===== config.mk =====
export PLATFORM = sky130hd
export DESIGN_NAME = instruction_encoder_loader_flat
export DESIGN_NICKNAME = d
export VERILOG_FILES = /design/src/rtl/instruction_encoder_loader_if.sv /design/src/rtl/instruction_encoder_loader.sv /design/src/flat_wrapper.sv
export SDC_FILE = /design/constraint.sdc
export NUM_CORES = 1
export LEC_CHECK = 0
export CORE_AREA = 2 2 114 116
export CTS_CLUSTER_SIZE = 14
export DETAILED_ROUTE_END_ITERATION = 12
export DIE_AREA = 0 0 116 118
export GPL_ROUTABILITY_DRIVEN = 0
export PLACE_DENSITY = 0.82
export SLEW_MARGIN = 10
export SYNTH_ARGS = -nofsm -noshare
export SYNTH_HDL_FRONTEND = slang
export SYNTH_SLANG_ARGS = --single-unit

===== constraint.sdc =====
create_clock -name clk -period 3.5 [get_ports clk]
set_input_delay 0.35 -clock clk [delete_from_list [all_inputs] [get_ports clk]]
set_output_delay 0.35 -clock clk [all_outputs]
set_load 0.02 [all_outputs]

===== src/rtl/instruction_encoder_loader_if.sv =====
// Request and instruction-memory bus of the encoder/loader.
// Valid/ready: a request transfers on a cycle where in_valid && in_ready; a memory write
// completes on a cycle where mem_we && mem_ready, and mem_we/mem_addr/mem_wdata hold until it does.
interface instruction_encoder_loader_if #(
  parameter int ADDR_W = 8
);
  logic              in_valid;
  logic              in_ready;
  logic [2:0]        op_sel;
  logic [4:0]        rd;
  logic [4:0]        rs1;
  logic [4:0]        rs2;
  logic [31:0]       imm;
  logic              addr_load;
  logic [ADDR_W-1:0] base_addr;
  logic              mem_we;
  logic              mem_ready;
  logic [ADDR_W-1:0] mem_addr;
  logic [31:0]       mem_wdata;
  logic              err_illegal;
  logic              addr_wrapped;
  logic [15:0]       words_written;

  modport master (
    output in_valid, op_sel, rd, rs1, rs2, imm, addr_load, base_addr, mem_ready,
    input  in_ready, mem_we, mem_addr, mem_wdata, err_illegal, addr_wrapped, words_written
  );

  modport slave (
    input  in_valid, op_sel, rd, rs1, rs2, imm, addr_load, base_addr, mem_ready,
    output in_ready, mem_we, mem_addr, mem_wdata, err_illegal, addr_wrapped, words_written
  );
endinterface


===== src/rtl/instruction_encoder_loader.sv =====
// Encodes RV32I subset requests into machine words, buffers them in a first-word-fall-through
// FIFO and writes them to instruction memory at an auto-incrementing word address.
module instruction_encoder_loader #(
  parameter int FIFO_DEPTH = 4,
  parameter int ADDR_W     = 8
) (
  input logic clk,
  input logic rst,
  instruction_encoder_loader_if.slave bus
);
  localparam int PTR_W = $clog2(FIFO_DEPTH);
  localparam logic [PTR_W:0] DEPTH_CNT = (PTR_W + 1)'(FIFO_DEPTH);

  logic [31:0]       fifo_mem [FIFO_DEPTH];
  logic [PTR_W-1:0]  rd_ptr;
  logic [PTR_W-1:0]  wr_ptr;
  logic [PTR_W:0]    count;
  logic [ADDR_W-1:0] addr;
  logic              err_q;
  logic              wrapped_q;
  logic [15:0]       written_q;

  logic        full;
  logic        empty;
  logic        accept;
  logic        illegal;
  logic        push;
  logic        pop;
  logic [31:0] enc_word;

  assign full    = (count == DEPTH_CNT);
  assign empty   = (count == '0);
  assign illegal = (bus.op_sel == 3'd7);
  assign accept  = bus.in_valid && bus.in_ready;
  assign push    = accept && !illegal;
  assign pop     = bus.mem_we && bus.mem_ready;

  // Everything facing the outside is forced quiet while rst is high, so a reset
  // cycle can never complete a memory write of a word that is being discarded.
  assign bus.in_ready      = !full && !rst;
  assign bus.mem_we        = !empty && !rst;
  assign bus.mem_addr      = rst ? '0 : addr;
  assign bus.mem_wdata     = bus.mem_we ? fifo_mem[rd_ptr] : '0;
  assign bus.err_illegal   = err_q;
  assign bus.addr_wrapped  = wrapped_q;
  assign bus.words_written = written_q;

  always_comb begin
    enc_word = '0;
    case (bus.op_sel)
      3'd0: enc_word = {7'b0000000, bus.rs2, bus.rs1, 3'b000, bus.rd, 7'b0110011};
      3'd1: enc_word = {7'b0100000, bus.rs2, bus.rs1, 3'b000, bus.rd, 7'b0110011};
      3'd2: enc_word = {bus.imm[11:0], bus.rs1, 3'b010, bus.rd, 7'b0000011};
      3'd3: enc_word = {bus.imm[11:5], bus.rs2, bus.rs1, 3'b010, bus.imm[4:0], 7'b0100011};
      3'd4: enc_word = {bus.imm[11:0], bus.rs1, 3'b000, bus.rd, 7'b0010011};
      3'd5: enc_word = {bus.imm[31:12], bus.rd, 7'b0110111};
      3'd6: enc_word = {bus.imm[20], bus.imm[10:1], bus.imm[11], bus.imm[19:12],
                        bus.rd, 7'b1101111};
      default: enc_word = '0;
    endcase
  end

  // Storage needs no reset: occupancy alone decides which entries are live.
  always_ff @(posedge clk) begin
    if (push) begin
      fifo_mem[wr_ptr] <= enc_word;
    end
  end

  always_ff @(posedge clk) begin
    if (rst) begin
      rd_ptr <= '0;
      wr_ptr <= '0;
      count  <= '0;
    end else begin
      if (push) begin
        wr_ptr <= wr_ptr + 1'b1;
      end
      if (pop) begin
        rd_ptr <= rd_ptr + 1'b1;
      end
      case ({push, pop})
        2'b10:   count <= count + 1'b1;
        2'b01:   count <= count - 1'b1;
        default: count <= count;
      endcase
    end
  end

  // A load wins over the increment; a write completing this cycle still used the old address.
  always_ff @(posedge clk) begin
    if (rst) begin
      addr      <= '0;
      wrapped_q <= 1'b0;
      written_q <= '0;
      err_q     <= 1'b0;
    end else begin
      err_q <= accept && illegal;
      if (pop) begin
        written_q <= written_q + 16'd1;
      end
      if (bus.addr_load) begin
        addr <= bus.base_addr;
      end else if (pop) begin
        addr <= addr + 1'b1;
        if (&addr) begin
          wrapped_q <= 1'b1;
        end
      end
    end
  end
endmodule


===== src/flat_wrapper.sv =====
// flat-port wrapper written by rule: the top's interface ports become plain ports
module instruction_encoder_loader_flat 
#(
  parameter int FIFO_DEPTH = 4,
  parameter int ADDR_W     = 8
)
  (clk, rst, bus_in_valid, bus_op_sel, bus_rd, bus_rs1, bus_rs2, bus_imm, bus_addr_load, bus_base_addr, bus_mem_ready, bus_in_ready, bus_mem_we, bus_mem_addr, bus_mem_wdata, bus_err_illegal, bus_addr_wrapped, bus_words_written);
  instruction_encoder_loader_if #(.ADDR_W(ADDR_W)) bus_i ();
  input logic clk;
  input logic rst;
  input wire logic [$bits(bus_i.in_valid)-1:0] bus_in_valid;
  input wire logic [$bits(bus_i.op_sel)-1:0] bus_op_sel;
  input wire logic [$bits(bus_i.rd)-1:0] bus_rd;
  input wire logic [$bits(bus_i.rs1)-1:0] bus_rs1;
  input wire logic [$bits(bus_i.rs2)-1:0] bus_rs2;
  input wire logic [$bits(bus_i.imm)-1:0] bus_imm;
  input wire logic [$bits(bus_i.addr_load)-1:0] bus_addr_load;
  input wire logic [$bits(bus_i.base_addr)-1:0] bus_base_addr;
  input wire logic [$bits(bus_i.mem_ready)-1:0] bus_mem_ready;
  output wire logic [$bits(bus_i.in_ready)-1:0] bus_in_ready;
  output wire logic [$bits(bus_i.mem_we)-1:0] bus_mem_we;
  output wire logic [$bits(bus_i.mem_addr)-1:0] bus_mem_addr;
  output wire logic [$bits(bus_i.mem_wdata)-1:0] bus_mem_wdata;
  output wire logic [$bits(bus_i.err_illegal)-1:0] bus_err_illegal;
  output wire logic [$bits(bus_i.addr_wrapped)-1:0] bus_addr_wrapped;
  output wire logic [$bits(bus_i.words_written)-1:0] bus_words_written;
  assign bus_i.in_valid = bus_in_valid;
  assign bus_i.op_sel = bus_op_sel;
  assign bus_i.rd = bus_rd;
  assign bus_i.rs1 = bus_rs1;
  assign bus_i.rs2 = bus_rs2;
  assign bus_i.imm = bus_imm;
  assign bus_i.addr_load = bus_addr_load;
  assign bus_i.base_addr = bus_base_addr;
  assign bus_i.mem_ready = bus_mem_ready;
  assign bus_in_ready = bus_i.in_ready;
  assign bus_mem_we = bus_i.mem_we;
  assign bus_mem_addr = bus_i.mem_addr;
  assign bus_mem_wdata = bus_i.mem_wdata;
  assign bus_err_illegal = bus_i.err_illegal;
  assign bus_addr_wrapped = bus_i.addr_wrapped;
  assign bus_words_written = bus_i.words_written;
  instruction_encoder_loader #(.FIFO_DEPTH(FIFO_DEPTH), .ADDR_W(ADDR_W)) u_core (.clk(clk), .rst(rst), .bus(bus_i));
endmodule

==> metrics.txt, run 1 <==
# TYPE chip_impl_metric gauge
chip_impl_metric{name="stdcell_area",unit="um2"} 8810
chip_impl_metric{name="cap_viol_max_count",unit=""} 0
chip_impl_metric{name="nets",unit=""} 674
chip_impl_metric{name="antennaDiodeCount",unit=""} 0
chip_impl_metric{name="boundaryPins",unit=""} 123
chip_impl_info{name="start_kind",value="flip-flop"} 1
chip_impl_metric{name="detail_route.vias_per_cell",unit=""} 5.77
chip_impl_metric{name="layout_min_cycle_time",unit="ns"} 3.03
chip_impl_metric{name="p_leak",unit="nW"} 2.94
chip_impl_info{name="rsz_0062_raised_after_global_routing",value="false"} 1
chip_impl_metric{name="dieArea",unit="um2"} 13700
chip_impl_info{name="r2r_end",value="u_core.count[2]$_SDFFE_PP0P_"} 1
chip_impl_metric{name="grt_pass1_wl",unit="um"} 24400
chip_impl_info{name="clk_root_buffer_cell",value="sky130_fd_sc_hd__clkbuf_16"} 1
chip_impl_metric{name="fin_tns_setup",unit="ns"} 0
chip_impl_info{name="worst_path_max_delay_cell",value="sky130_fd_sc_hd__dfxtp_2"} 1
chip_impl_metric{name="first_global_vias",unit=""} 4722
chip_impl_metric{name="worst_pin_slew",unit="ns"} 0.811
chip_impl_metric{name="initial_core_util",unit="%"} 54.3
chip_impl_info{name="crit_path_end",value="bus_mem_wdata[19]"} 1
chip_impl_metric{name="synth_sequential_area_ratio",unit="%"} 63.9
chip_impl_metric{name="insertion_delay",unit="ns"} 0.42
chip_impl_metric{name="yosysWarnings",unit=""} 0
chip_impl_metric{name="post_cts.resized_instances",unit=""} 0
chip_impl_metric{name="finalCritPeriodShare",unit="%"} 86.5
chip_impl_info{name="mostFrequentLayoutCells",value="sky130_fd_sc_hd__clkdlybuf4s50_1 (122), sky130_fd_sc_hd__edfxtp_1 (120), sky130_fd_sc_hd__and2_1 (36)"} 1
chip_impl_metric{name="num_vias",unit=""} 4549
chip_impl_metric{name="detail-route-antenna-nets",unit=""} 0
chip_impl_metric{name="post_cts_setup_buffers",unit=""} 0
chip_impl_metric{name="post_synth_num_cell_types",unit=""} 47
chip_impl_metric{name="cts.reportedPaths.clkPinSlew",unit="ns"} 0.06
chip_impl_metric{name="critical-path-max-stage-delay",unit="ns"} 0.69
chip_impl_metric{name="cts.hold.buffers_added",unit=""} 0
chip_impl_metric{name="avgSynthCellArea",unit="um2"} 14.2
chip_impl_metric{name="hold_viol_final",unit=""} 0
chip_impl_metric{name="die_height",unit="um"} 118
chip_impl_metric{name="clock_path_buffers",unit=""} 2
chip_impl_info{name="critPathCaptureType",value="primary output"} 1
chip_impl_metric{name="portbufs",unit=""} 122
chip_impl_metric{name="synthCells",unit=""} 475
chip_impl_metric{name="maxSlewHeadroom",unit="%"} 45.4
chip_impl_metric{name="cts_inserted_buffers",unit=""} 17
chip_impl_metric{name="antenna_found_initial",unit=""} 0
chip_impl_metric{name="std_cell_rows",unit=""} 41
chip_impl_info{name="reg2reg_from",value="u_core.count[0]$_SDFFE_PP0P_"} 1
chip_impl_info{name="crit_path_cell_trace",value="buf_12 -> mux4_2 -> and2_1 -> clkdlybuf4s50_1"} 1
chip_impl_metric{name="fin_skew",unit="ns"} 0.00887
chip_impl_metric{name="register_bit_total_from_synthesis",unit=""} 155
chip_impl_metric{name="net_count_synth",unit=""} 546
chip_impl_metric{name="ff2ff_path_depth",unit=""} 9
chip_impl_info{name="cts_tree",value="yes"} 1
chip_impl_metric{name="layout-area-overhead-vs-synth",unit="%"} 30.7
chip_impl_metric{name="achievable-frequency",unit="MHz"} 330
chip_impl_metric{name="placed_area",unit="um2"} 8190
chip_impl_metric{name="postSynth.asyncResetShare",unit="%"} 0
chip_impl_metric{name="vdd.ir_drop.worst",unit="V"} 0.000306
chip_impl_metric{name="total_wire_length",unit="um"} 15500
chip_impl_metric{name="core-area",unit="um2"} 12400
chip_impl_metric{name="whs",unit="ns"} 0.489
chip_impl_metric{name="report.power.total",unit="W"} 0.00448
chip_impl_metric{name="crit_required",unit="ns"} 3.15
chip_impl_metric{name="globalRoute.totalOverflow",unit=""} 0
chip_impl_metric{name="fp.dieW",unit="um"} 116
chip_impl_metric{name="worst-path-max-fanout",unit=""} 17
chip_impl_metric{name="htree_num_levels",unit=""} 4
chip_impl_metric{name="cts_sinks",unit=""} 155
chip_impl_metric{name="largest_net_degree_at_the_start_of_global_routing",unit=""} 32
chip_impl_info{name="ys.flop_type",value="sky130_fd_sc_hd__edfxtp_1"} 1
chip_impl_metric{name="netlist_area",unit="um2"} 6740
chip_impl_metric{name="drtIter0Drc",unit=""} 375
chip_impl_info{name="worstSetupPathType",value="reg2out"} 1
chip_impl_metric{name="track_usage",unit="%"} 23.8
chip_impl_metric{name="hpwlAfterDp",unit="um"} 9950
chip_impl_metric{name="final_layout_size_suffix_gt1_share",unit="%"} 12.8
chip_impl_info{name="outcome",value="finished clean"} 1
chip_impl_metric{name="drc",unit=""} 0
chip_impl_metric{name="timing.critical_path.arrival",unit="ns"} 2.68
chip_impl_metric{name="first_pass_iters",unit=""} 5
chip_impl_metric{name="post_synth_edffs",unit=""} 120
chip_impl_metric{name="wl_per_cell",unit="um"} 19.6
chip_impl_info{name="final_common_cell",value="sky130_fd_sc_hd__clkdlybuf4s50_1"} 1
chip_impl_info{name="hold_path.class",value="reg2reg"} 1
chip_impl_metric{name="setup_violations",unit=""} 0
chip_impl_metric{name="final_max_slew_viol_count",unit=""} 0
chip_impl_metric{name="power.density_cell_area",unit="nW/um2"} 509
chip_impl_metric{name="ff_to_ff_setup_slack",unit="ns"} 1.02
==> cells in the mapped netlist, drive strengths merged (3+ instances only) <==
| master | count | area share, % |
|---|---|---|
| edfxtp | 120 | 53 |
| and2 | 36 | 3.3 |
| dfxtp | 35 | 10 |
| nor2 | 33 | 1.8 |
| mux4 | 30 | 10 |
| nand2 | 23 | 1.3 |
| clkbuf | 21 | 1.2 |
| o21ai | 18 | 1.3 |
| a22o | 15 | 1.9 |
| a21oi | 14 | 1.0 |
| inv | 12 | 0.67 |
| nor2b | 12 | 1.1 |
| nand3 | 11 | 0.82 |
| xnor2 | 10 | 1.3 |
| xor2 | 9 | 1.2 |
| a22oi | 8 | 0.89 |
| a211oi | 7 | 0.78 |
| buf | 7 | 0.58 |
| ha | 7 | 1.3 |
| o31ai | 5 | 0.56 |
| or3 | 5 | 0.46 |
| mux2i | 4 | 0.59 |
| or4 | 4 | 0.45 |
| nand4 | 3 | 0.28 |
| nor3 | 3 | 0.30 |
==> area by class of cell <==
type | count | area [um2]
Tap cell | 172 | 215
Inverter | 13 | 48.8
Fill cell | 841 | 3610
Clock buffer | 20 | 447
Clock inverter | 12 | 173
Timing Repair Buffer | 137 | 1350
Multi-Input combinational cell | 279 | 2270
Sequential cell | 155 | 4310
==> power by group <==
group | switching [W] | total, W | internal (W)
combinational | 0.000259 | 0.000509 | 0.000249
sequential | 0.0000351 | 0.00208 | 0.00205
clock | 0.000680 | 0.00189 | 0.00121
total | 0.000974 | 0.00448 | 0.00351
==> registers in the layout (all words and copies together), names as in the netlist, named ones only <==
register                  flops
u_core.bus.addr_wrapped       1
u_core.rd_ptr                 2
u_core.bus.err_illegal        1
u_core.count                  3
u_core.bus.words_written     16
u_core.addr                   8
u_core.wr_ptr                 2
u_core.fifo_mem             120
==> logic make-up after synthesis <==
family	Yosys count	synth area share [%]
flip-flops	155	63.9
AND/OR/NAND/NOR	146	11.7
AO/OA/AOI/OAI	71	7.07
buffers and inverters	41	2.47
multiplexers	35	10.8
XOR/XNOR	19	2.47
adder cells (fa/ha/maj)	8	1.60
==> critical path: cells and delay by family, from the launching register on <==
family	cells	cell delay, ns
buf+inv	2	0.81
flops	1	0.69
mux	1	0.54
simple gates	1	0.20
==> worst min-delay path by stage <==
stage,cells past startpoint,from,endpoint
after floorplan,2,bus_in_valid,u_core.bus.err_illegal$_SDFF_PP0_
after global placement,2,u_core.bus.addr_wrapped$_SDFFE_PP0P_,u_core.bus.addr_wrapped$_SDFFE_PP0P_
after detailed placement,2,u_core.bus.addr_wrapped$_SDFFE_PP0P_,u_core.bus.addr_wrapped$_SDFFE_PP0P_
after CTS,3,bus_in_valid,u_core.bus.err_illegal$_SDFF_PP0_
after global routing,3,bus_in_valid,u_core.bus.err_illegal$_SDFF_PP0_
final,2,u_core.bus.addr_wrapped$_SDFFE_PP0P_,u_core.bus.addr_wrapped$_SDFFE_PP0P_
==> routing by layer <==
metal	vias to the layer above	share of wire [%]	GRT usage, %
met3	30	8.3	6.54
met4	0	2.0	7.66
met2	250	51	39.8
met5	-	0	0
li1	2057	-	-
met1	2212	39	29.9
==> stage by stage <==
stage               util, %  setup WS [ns]  instances
CTS                    70.9          0.400        788
global route           70.9          0.327        788
floorplan                 -           1.10        475
detailed placement     65.9          0.527        756
finish                 70.9          0.473        788
global placement       65.9          0.673        756
Power figures use the tool's default switching activity.
==> inputs of run 2 (changes only) <==
Settings changed: CORE_AREA 2 2 114 116 to 2 2 109 122, DIE_AREA 0 0 116 118 to 0 0 111 124.
==> metrics.txt, run 2 (synthesis gave the netlist of run 1 again) <==
# TYPE chip_impl_metric gauge
chip_impl_info{name="critical-path-top-delay-family",value="buffers and inverters"} 1
chip_impl_info{name="final_common_cell",value="sky130_fd_sc_hd__clkdlybuf4s50_1"} 1
chip_impl_metric{name="hpwlAfterDp",unit="um"} 9720
chip_impl_metric{name="fin_skew",unit="ns"} 0.00766
chip_impl_metric{name="critical-path-max-stage-delay",unit="ns"} 0.59
chip_impl_metric{name="layout-area-overhead-vs-synth",unit="%"} 30.2
chip_impl_metric{name="track_usage",unit="%"} 22.4
chip_impl_metric{name="filler_cell_count",unit=""} 819
chip_impl_metric{name="initial_core_util",unit="%"} 54.2
chip_impl_metric{name="post_cts_setup_buffers",unit=""} 0
chip_impl_metric{name="report.power.total",unit="W"} 0.00446
chip_impl_metric{name="multi_input_comb_area",unit="um2"} 2270
chip_impl_info{name="crit_path_cell_trace",value="buf_12 -> mux4_2 -> and2_1 -> clkdlybuf4s50_1"} 1
chip_impl_metric{name="cts.reportedPaths.clkPinSlew",unit="ns"} 0.06
chip_impl_metric{name="globalRoute.totalOverflow",unit=""} 0
chip_impl_metric{name="timing.critical_path.arrival",unit="ns"} 2.54
chip_impl_metric{name="insertion_delay",unit="ns"} 0.41
chip_impl_metric{name="achievable-frequency",unit="MHz"} 345
chip_impl_metric{name="portbufs",unit=""} 122
chip_impl_metric{name="setup_violations",unit=""} 0
chip_impl_metric{name="crit_buf_inv",unit=""} 2
chip_impl_info{name="start_kind",value="flip-flop"} 1
chip_impl_metric{name="layout_min_cycle_time",unit="ns"} 2.89
chip_impl_metric{name="share_of_the_core_filled_with_cells_in_the_final_layout",unit="%"} 70.6
chip_impl_metric{name="total_wire_length",unit="um"} 15000
chip_impl_metric{name="antennaDiodeCount",unit=""} 0
chip_impl_metric{name="dp_slack",unit="ns"} 0.468
chip_impl_metric{name="largest_net_degree_at_the_start_of_global_routing",unit=""} 32
chip_impl_metric{name="first_pass_iters",unit=""} 5
chip_impl_metric{name="vdd.ir_drop.worst",unit="V"} 0.000394
chip_impl_metric{name="antenna_found_initial",unit=""} 0
chip_impl_metric{name="wl_per_cell",unit="um"} 19.4
chip_impl_metric{name="die_height",unit="um"} 124
chip_impl_metric{name="cts_inserted_buffers",unit=""} 17
chip_impl_metric{name="detail-route-antenna-nets",unit=""} 0
chip_impl_metric{name="htree_num_levels",unit=""} 4
chip_impl_metric{name="worst_slack",unit="ns"} 0.605
chip_impl_metric{name="num_vias",unit=""} 4480
chip_impl_metric{name="fin_tns_setup",unit="ns"} 0
chip_impl_metric{name="clock_path_buffers",unit=""} 2
chip_impl_info{name="worstSetupPathType",value="reg2out"} 1
chip_impl_info{name="critPathCaptureType",value="primary output"} 1
chip_impl_metric{name="post_cts.resized_instances",unit=""} 0
chip_impl_info{name="worst_path_max_delay_cell",value="sky130_fd_sc_hd__dfxtp_2"} 1
chip_impl_metric{name="area.sequential",unit="um2"} 4310
chip_impl_metric{name="largest_reg_flops",unit=""} 120
chip_impl_metric{name="std_cell_rows",unit=""} 43
chip_impl_metric{name="hold_viol_final",unit=""} 0
chip_impl_metric{name="detail_route.vias_per_cell",unit=""} 5.80
chip_impl_metric{name="power.density_cell_area",unit="nW/um2"} 508
chip_impl_metric{name="crit_required",unit="ns"} 3.15
chip_impl_metric{name="nets",unit=""} 674
chip_impl_metric{name="cts.hold.buffers_added",unit=""} 0
chip_impl_metric{name="fp.dieW",unit="um"} 111
chip_impl_info{name="registers.top_by_ff_count",value="u_core.fifo_mem"} 1
chip_impl_metric{name="cts_sinks",unit=""} 155
chip_impl_info{name="clk_root_buffer_cell",value="sky130_fd_sc_hd__clkbuf_16"} 1
chip_impl_metric{name="drc",unit=""} 0
chip_impl_metric{name="worst_pin_slew",unit="ns"} 0.768
chip_impl_metric{name="dieArea",unit="um2"} 13800
chip_impl_metric{name="core-area",unit="um2"} 12400
chip_impl_info{name="mostFrequentLayoutCells",value="sky130_fd_sc_hd__clkdlybuf4s50_1 (122), sky130_fd_sc_hd__edfxtp_1 (120), sky130_fd_sc_hd__and2_1 (36)"} 1
chip_impl_info{name="cts_tree",value="yes"} 1
chip_impl_metric{name="drtIter0Drc",unit=""} 350
chip_impl_metric{name="boundaryPins",unit=""} 123
chip_impl_metric{name="final_max_slew_viol_count",unit=""} 0
chip_impl_metric{name="finalCritPeriodShare",unit="%"} 82.7
chip_impl_info{name="hold_path.class",value="reg2reg"} 1
chip_impl_metric{name="first_global_vias",unit=""} 4611
chip_impl_metric{name="grt_pass1_wl",unit="um"} 23700
chip_impl_metric{name="final_layout_size_suffix_gt1_share",unit="%"} 13.0
chip_impl_info{name="outcome",value="finished clean"} 1
chip_impl_metric{name="maxSlewHeadroom",unit="%"} 48.3
chip_impl_metric{name="p_leak",unit="nW"} 2.94
chip_impl_info{name="rsz_0062_raised_after_global_routing",value="false"} 1
chip_impl_metric{name="worst-path-max-fanout",unit=""} 20
chip_impl_metric{name="cap_viol_max_count",unit=""} 0
==> run 2: metrics by stage <==
step	std cells	instance area [um2]	hold WS, ns
floorplan	475	6740	0.464
global placement	741	8170	0.469
detailed placement	741	8170	0.464
CTS	772	8780	0.489
global route	772	8780	0.531
finish	772	8780	0.485
==> run 2: routing by layer <==
layer	global-route usage, %	up-vias	wire, um
li1	-	2054	-
met3	5.94	10	1090
met1	27.8	2206	6220
met5	0	-	0
met4	7.11	0	102
met2	38.8	210	7590
==> run 2: power breakdown <==
group / leakage, nW / switching [W] / total (W) / internal [W]
registers: 1.39 / 0.0000317 / 0.00208 / 0.00205
logic: 1.26 / 0.000262 / 0.000511 / 0.000249
clock network: 0.293 / 0.000729 / 0.00187 / 0.00114
total: 2.94 / 0.00102 / 0.00446 / 0.00343
==> run 2: worst register-to-register path, cell delays in order, from the launching register on <==
cell and delay, ns:
sky130_fd_sc_hd__dfxtp_1 0.43, sky130_fd_sc_hd__or3_1 0.34, sky130_fd_sc_hd__nand2_1 0.21, sky130_fd_sc_hd__inv_2 0.19, sky130_fd_sc_hd__ha_1 0.21, sky130_fd_sc_hd__inv_1 0.06
sky130_fd_sc_hd__fa_1 0.37, sky130_fd_sc_hd__xor2_1 0.16, sky130_fd_sc_hd__or3_1 0.31, sky130_fd_sc_hd__a21oi_1 0.16
==> run 2: worst paths after layout <==
check | end | cells after the start | startpoint | slack, ns
min reg2reg | u_core.bus.addr_wrapped$_SDFFE_PP0P_ | 2 | u_core.bus.addr_wrapped$_SDFFE_PP0P_ | 0.49
min | u_core.bus.addr_wrapped$_SDFFE_PP0P_ | 2 | u_core.bus.addr_wrapped$_SDFFE_PP0P_ | 0.49
max | bus_mem_wdata[1] | 4 | flip-flop | 0.61
max reg2reg | u_core.count[2]$_SDFFE_PP0P_ | 9 | u_core.count[0]$_SDFFE_PP0P_ | 0.98
==> run 2: layout make-up <==
type / count / area share [%]
sequential: 155 / 49.1
clock buffer: 17 / 4.85
multi-input combinational: 279 / 25.9
timing repair buffer: 137 / 15.3
tap: 157 / 2.24
clock inverter: 14 / 2.08
inverter: 13 / 0.556
